<file path="config.mk">
export PLATFORM = sky130hd
export DESIGN_NAME = alu_share_ctrl
export DESIGN_NICKNAME = d
export VERILOG_FILES = /design/src/rtl/r4_pkg.sv /design/src/rtl/alu_share_ctrl_alu.sv /design/src/rtl/alu_share_ctrl.sv
export SDC_FILE = /design/constraint.sdc
export NUM_CORES = 1
export LEC_CHECK = 0
export CAP_MARGIN = 20
export CORE_MARGIN = 4
export CORE_UTILIZATION = 36
export CTS_CLUSTER_SIZE = 40
export DETAILED_ROUTE_END_ITERATION = 16
export HOLD_SLACK_MARGIN = 0.02
export PLACE_DENSITY = 0.68
export SKIP_LAST_GASP = 1
export SYNTH_ARGS = -nofsm -noshare
export SYNTH_HDL_FRONTEND = slang
export SYNTH_HIERARCHICAL = 1
export SYNTH_SLANG_ARGS = --single-unit
</file>
<file path="constraint.sdc">
create_clock -name clk -period 6.6 [get_ports clk]
set_input_delay 0.66 -clock clk [delete_from_list [all_inputs] [get_ports clk]]
set_output_delay 0.66 -clock clk [all_outputs]
set_load 0.03 [all_outputs]
</file>
<file path="src/rtl/r4_pkg.sv">
// Shared R4 execute-stage types and constants for the shared-alu controller.
package r4_pkg;

   localparam int unsigned R4_XLEN = 32;

   localparam logic [2:0] F3_ADD  = 3'b000;
   localparam logic [2:0] F3_SLL  = 3'b001;
   localparam logic [2:0] F3_SLT  = 3'b010;
   localparam logic [2:0] F3_SLTU = 3'b011;
   localparam logic [2:0] F3_XOR  = 3'b100;
   localparam logic [2:0] F3_SR   = 3'b101;
   localparam logic [2:0] F3_OR   = 3'b110;
   localparam logic [2:0] F3_AND  = 3'b111;

   localparam logic [6:0] F7_BASE = 7'b0000000;
   localparam logic [6:0] F7_ALT  = 7'b0100000;

   typedef enum logic [1:0] {IDLE, EXEC, RESP} alu_ctrl_state_t;

   typedef struct packed {
      logic [R4_XLEN-1:0] in1;
      logic [R4_XLEN-1:0] in2;
      logic [2:0]         funct3;
      logic [6:0]         funct7;
   } alu_op_t;

   // Only the base encodings plus sub/sra are accepted by the shared alu.
   function automatic logic op_is_legal(input logic [2:0] f3, input logic [6:0] f7);
      return (f7 == F7_BASE) || ((f7 == F7_ALT) && ((f3 == F3_ADD) || (f3 == F3_SR)));
   endfunction

endpackage

</file>
<file path="src/rtl/alu_share_ctrl_alu.sv">
// Combinational RV32 integer alu; flags are derived from the result.
module alu
   import r4_pkg::*;
#(
   parameter int unsigned XLEN = R4_XLEN
) (
   input  logic [XLEN-1:0] in1,
   input  logic [XLEN-1:0] in2,
   input  logic [2:0]      funct3,
   input  logic [6:0]      funct7,
   output logic [XLEN-1:0] result,
   output logic            negative,
   output logic            zero
);

   localparam int unsigned SHW = $clog2(XLEN);

   logic [SHW-1:0]          w_shamt;
   logic signed [XLEN-1:0]  w_sra;

   assign w_shamt = in2[SHW-1:0];
   assign w_sra   = $signed(in1) >>> w_shamt;

   // Operation select on funct3, funct7 picks sub/sra.
   always_comb begin
      result = '0;
      case (funct3)
         F3_ADD:  result = (funct7 == F7_ALT) ? (in1 - in2) : (in1 + in2);
         F3_SLL:  result = in1 << w_shamt;
         F3_SLT:  result = {{(XLEN-1){1'b0}}, ($signed(in1) < $signed(in2))};
         F3_SLTU: result = {{(XLEN-1){1'b0}}, (in1 < in2)};
         F3_XOR:  result = in1 ^ in2;
         F3_SR:   result = (funct7 == F7_ALT) ? w_sra : (in1 >> w_shamt);
         F3_OR:   result = in1 | in2;
         F3_AND:  result = in1 & in2;
         default: result = '0;
      endcase
   end

   assign negative = result[XLEN-1];
   assign zero     = (result == '0);

endmodule

</file>
<file path="src/rtl/alu_share_ctrl.sv">
// Round-robin shared-alu controller: IDLE grants one requester, EXEC evaluates the
// latched op, RESP holds the registered response until it is accepted.
module alu_share_ctrl
   import r4_pkg::*;
#(
   parameter  int unsigned XLEN = R4_XLEN,
   parameter  int unsigned NREQ = 2,
   localparam int unsigned IDW  = $clog2(NREQ)
) (
   input  logic                 clk,
   input  logic                 reset,
   input  logic [NREQ-1:0]      req_valid,
   output logic [NREQ-1:0]      req_ready,
   input  logic [NREQ*XLEN-1:0] req_in1,
   input  logic [NREQ*XLEN-1:0] req_in2,
   input  logic [NREQ*3-1:0]    req_funct3,
   input  logic [NREQ*7-1:0]    req_funct7,
   output logic                 rsp_valid,
   input  logic                 rsp_ready,
   output logic [IDW-1:0]       rsp_id,
   output logic [XLEN-1:0]      rsp_result,
   output logic                 rsp_negative,
   output logic                 rsp_zero,
   output logic                 rsp_illegal
);

   alu_ctrl_state_t r_state, w_next;
   alu_op_t         r_op;
   logic [IDW-1:0]  r_id;
   logic [IDW-1:0]  r_last_grant;

   logic            w_any;
   logic [IDW-1:0]  w_grant;
   logic            w_accept;
   logic [XLEN-1:0] w_sel_in1, w_sel_in2;
   logic [2:0]      w_sel_f3;
   logic [6:0]      w_sel_f7;
   logic [XLEN-1:0] w_alu_result;
   logic            w_alu_negative, w_alu_zero;
   logic            w_illegal;

   // First valid requester after 'last', wrapping modulo NREQ; MSB flags a hit.
   function automatic logic [IDW:0] rr_pick(input logic [NREQ-1:0] valid,
                                            input logic [IDW-1:0]  last);
      logic           found;
      logic [IDW-1:0] pick, cand;
      found = 1'b0;
      pick  = '0;
      for (int unsigned k = 1; k <= NREQ; k++) begin
         cand = IDW'((32'(last) + k) % NREQ);
         if (!found && valid[cand]) begin
            found = 1'b1;
            pick  = cand;
         end
      end
      return {found, pick};
   endfunction

   assign {w_any, w_grant} = rr_pick(req_valid, r_last_grant);

   // Operand mux for the granted requester.
   always_comb begin
      w_sel_in1 = '0;
      w_sel_in2 = '0;
      w_sel_f3  = '0;
      w_sel_f7  = '0;
      for (int unsigned i = 0; i < NREQ; i++) begin
         if (w_grant == IDW'(i)) begin
            w_sel_in1 = req_in1[i*XLEN +: XLEN];
            w_sel_in2 = req_in2[i*XLEN +: XLEN];
            w_sel_f3  = req_funct3[i*3 +: 3];
            w_sel_f7  = req_funct7[i*7 +: 7];
         end
      end
   end

   // State register.
   always_ff @(posedge clk or posedge reset) begin
      if (reset) r_state <= IDLE;
      else       r_state <= w_next;
   end

   // Next state and the grant strobe; req_ready only ever rises in IDLE.
   always_comb begin
      w_next    = r_state;
      req_ready = '0;
      w_accept  = 1'b0;
      case (r_state)
         IDLE: begin
            if (w_any) begin
               req_ready[w_grant] = 1'b1;
               w_accept           = 1'b1;
               w_next             = EXEC;
            end
         end
         EXEC:    w_next = RESP;
         RESP:    if (rsp_ready) w_next = IDLE;
         default: w_next = IDLE;
      endcase
   end

   alu #(.XLEN(XLEN)) u_alu (
      .in1      (r_op.in1),
      .in2      (r_op.in2),
      .funct3   (r_op.funct3),
      .funct7   (r_op.funct7),
      .result   (w_alu_result),
      .negative (w_alu_negative),
      .zero     (w_alu_zero)
   );

   assign w_illegal = !op_is_legal(r_op.funct3, r_op.funct7);

   // Operand latch on grant, response capture at the end of EXEC, release on accept.
   always_ff @(posedge clk or posedge reset) begin
      if (reset) begin
         r_op         <= '0;
         r_id         <= '0;
         r_last_grant <= IDW'(NREQ - 1);
         rsp_valid    <= 1'b0;
         rsp_id       <= '0;
         rsp_result   <= '0;
         rsp_negative <= 1'b0;
         rsp_zero     <= 1'b0;
         rsp_illegal  <= 1'b0;
      end else begin
         if (w_accept) begin
            r_op         <= '{in1: w_sel_in1, in2: w_sel_in2, funct3: w_sel_f3, funct7: w_sel_f7};
            r_id         <= w_grant;
            r_last_grant <= w_grant;
         end
         if (r_state == EXEC) begin
            rsp_valid    <= 1'b1;
            rsp_id       <= r_id;
            rsp_illegal  <= w_illegal;
            rsp_result   <= w_illegal ? '0   : w_alu_result;
            rsp_negative <= w_illegal ? 1'b0 : w_alu_negative;
            rsp_zero     <= w_illegal ? 1'b1 : w_alu_zero;
         end
         if ((r_state == RESP) && rsp_ready) rsp_valid <= 1'b0;
      end
   end

endmodule

</file>
==> run_results.csv <==
group,metric,value,unit
synth,async_reset_ff_share,100,%
synth,synth-simple-area-share,16.0,%
run,drv_cap,0,
timing,relSlewSlack,12.3,%
floorplanning,ios,192,
global_route,grt_max_degree,77,
synth,synth_top_cell_by_area,"dfrtp_1",
clock_network,cts_hold_repair.buffers,0,
detailed_routing,drtIter0Drc,2144,
global_route,antenna_found_initial,0,
synth,synth_xor_xnor_area_share,1.05,%
synth,syn_area,14200,sq um
synth,ys_seq_elements,115,
timing,worst_pin_slew,1.30,ns
detailed_routing,antenna_left,0,
placed_design,detailed_place_hpwl,50600,microns
synth,netlist.area_leader.share,20.0,%
clock_network,clock_sinks,115,
synth,synth_cell_types,90,
timing,finalSetupViolCount,0,
synth,yosys_warnings,6,
setup_path,crit_arrival,5.81,ns
placed_design,gp_congestion,1.06,
setup_path,r2r_slack,1.15,ns
synth,synth.mux.area_fraction,11.4,%
layout,drive_gt1_share,10.5,%
floorplanning,die_w,207,microns
floorplanning,die_area,42800,sq um
clock_network,clockBufferDepth,2,
setup_path,crit_required,6.96,ns
floorplanning,num_rows,72,
layout,stdcell_count,2395,
detailed_routing,drc,0,
timing,slew_violations,0,
detailed_routing,wl_per_cell,27.8,microns
floorplanning,start_util,36.7,%
placed_design,numPlacedInstances,2362,
synth,synth.most_common_cell,"nand2_1",
setup_path,rr_worst_depth,15,
detailed_routing,dr_total_vias,15800,
clock_network,clkTransAtPathRegs,0.06,ns
timing,finalCriticalPeriod,5.45,ns
layout,synthToLayoutAreaGrowth,21.2,%
worst_hold_path,hp-class,"reg -> reg",
synth,netlist_top_cells_count,"nand2_1 (163), a21oi_1 (116), inv_1 (116)",
synth,syn_area_per_cell,8.11,sq um
floorplanning,die_h,207,microns
synth,synth_compound_area_share,34.9,%
clock_network,cts_tree,"done",
setup_path,start_kind,"flop",
setup_path,endpoint_kind,"flop",
clock_network,cts_setup_buffers,0,
timing,fin_skew,0.0159,ns
synth,postSynthCellCount,1755,
worst_hold_path,whs_path_depth,2,
global_route,first_global_vias,15000,
synth,synth_ff_type,"dfrtp_1",
clock_network,htreeDepth,4,
clock_network,root_buffer,"clkbuf_16",
setup_path,cp_max_fo,40,
synth,synth_edf_count,0,
detailed_routing,routed_wl,66500,microns
global_route,grt_pass1_wl,97400,microns
floorplanning,core,38800,sq um
timing,rsz0062_at_grt,"false",
synth,syn_nets,2007,
timing,tns,0,ns
detailed_routing,dr.pass1.iters,6,
synth,synth.top_cells.by_area,"dfrtp_1 (20%), ha_1 (8.5%), mux4_2 (5.7%), a221o_1 (5.6%), nand2_1 (4.3%)",
global_route,grt_overflow,0,
timing,finalCritPeriodShare,82.6,%
synth,ys_seq_area_share,20.2,%
global_route,track_usage,30.3,%
synth,synthAdderAreaFrac,8.81,%
clock_network,cts_made_buffers,17,
clock_network,clock_latency,0.45,ns
run_status,status,"completed",
clock_network,cts_resized,0,
timing,max_freq,183,MHz
layout,fillCellCount,3907,
placed_design,numPortBuffers,191,
setup_path,crit_type,"reg -> reg",
layout,fin_nets,2116,
synth,synth_top_family_by_area,"compound AO/OA/AOI/OAI gates",
timing,hold_violations,0,
detailed_routing,routed_via_density,6.58,
final cells by class:
type	count	area, sq um	area share [%]
inverters	120	453	2.63
multi-input cells	1368	10300	59.7
diodes	1	2.50	0.0145
flip-flops and latches	115	2890	16.7
clock buffers	22	484	2.81
well taps	518	648	3.76
repair buffers	242	2310	13.4
clock inverters	9	175	1.02
cells by family after synthesis:
logic type,count (synthesis)
AND/OR/NAND/NOR,469
XOR/XNOR,17
flip-flops,115
AO/OA/AOI/OAI,668
multiplexers,115
adder cells (fa/ha/maj),99
buffers and inverters,272
cell usage in the layout, fill, tap and decap left out, types with 10 or more instances in the layout:
| master | n |
|---|---|
| a22o_1 | 14 |
| a31oi_1 | 17 |
| inv_1 | 115 |
| a22oi_1 | 16 |
| buf_4 | 50 |
| mux2i_1 | 58 |
| nor2b_1 | 13 |
| o31ai_1 | 14 |
| nand3_1 | 34 |
| a221o_1 | 79 |
| nor4_1 | 17 |
| nand2b_1 | 25 |
| dfrtp_1 | 109 |
| nand4_1 | 11 |
| a211oi_1 | 21 |
| a21oi_1 | 116 |
| ha_1 | 97 |
| xnor2_1 | 14 |
| clkbuf_16 | 17 |
| clkdlybuf4s50_1 | 191 |
| a21o_1 | 15 |
| nor2_1 | 110 |
| a21boi_0 | 77 |
| nand2_1 | 163 |
| a32o_1 | 12 |
| o211ai_1 | 35 |
| o21ai_0 | 91 |
| a32o_2 | 26 |
| mux4_2 | 36 |
| a221oi_1 | 10 |
| nor3_1 | 33 |
| mux2_2 | 20 |
flip-flops by register name, summed over array words and instances (netlist names):
signal        cells
r_op             74
rsp_result       32
r_state           2
r_id              1
r_last_grant      1
rsp_id            1
rsp_illegal       1
rsp_negative      1
rsp_valid         1
rsp_zero          1
layer usage:
metal / vias to the layer above / GRT usage [%] / wire length [microns]
met5: - / 0 / 0
met4: 0 / 11.3 / 2670
met3: 125 / 6.17 / 6100
met2: 935 / 45.1 / 28500
met1: 7786 / 43.5 / 29300
li1: 6925 / - / -
critical path, stage by stage (launching register included):
cell and delay, ns:
dfrtp_4 0.88, buf_4 0.46, mux2_2 0.41, nand2_1 0.08, o211ai_1 0.29, a221oi_1 0.51
o211ai_1 0.21, nor4b_1 0.59, buf_4 0.21, or4b_1 0.42, or4_1 0.51, nor4_2 0.19
and4b_1 0.23, and4b_1 0.19, inv_1 0.04, a31oi_1 0.11
metrics by stage:
step | worst slack [ns] | utilization (%) | cell area, sq um | hold WS, ns
global route | 0.909 | 44.4 | 17200 | 0.505
CTS | 1.31 | 44.4 | 17200 | 0.485
finish | 1.15 | 44.4 | 17300 | 0.487
detailed placement | 1.34 | 42.7 | 16600 | 0.469
floorplan | 1.56 | - | 14200 | 0.439
global placement | 1.39 | 42.7 | 16600 | 0.459
worst paths after layout:
check                                  endpoint                  from
max                        rsp_zero$_DFFE_PP0P_  r_op[10]$_DFFE_PP0P_
min                          rsp_id$_DFFE_PP0P_    rsp_id$_DFFE_PP0P_
max reg2reg                rsp_zero$_DFFE_PP0P_  r_op[10]$_DFFE_PP0P_
min reg2reg                  rsp_id$_DFFE_PP0P_    rsp_id$_DFFE_PP0P_
max in group asynchronous  r_op[10]$_DFFE_PP0P_                 reset
min in group asynchronous  r_op[67]$_DFFE_PP0P_                 reset
Power is not shown: default switching activity piles up to over one toggle a cycle in this logic, so the estimate is an artifact.
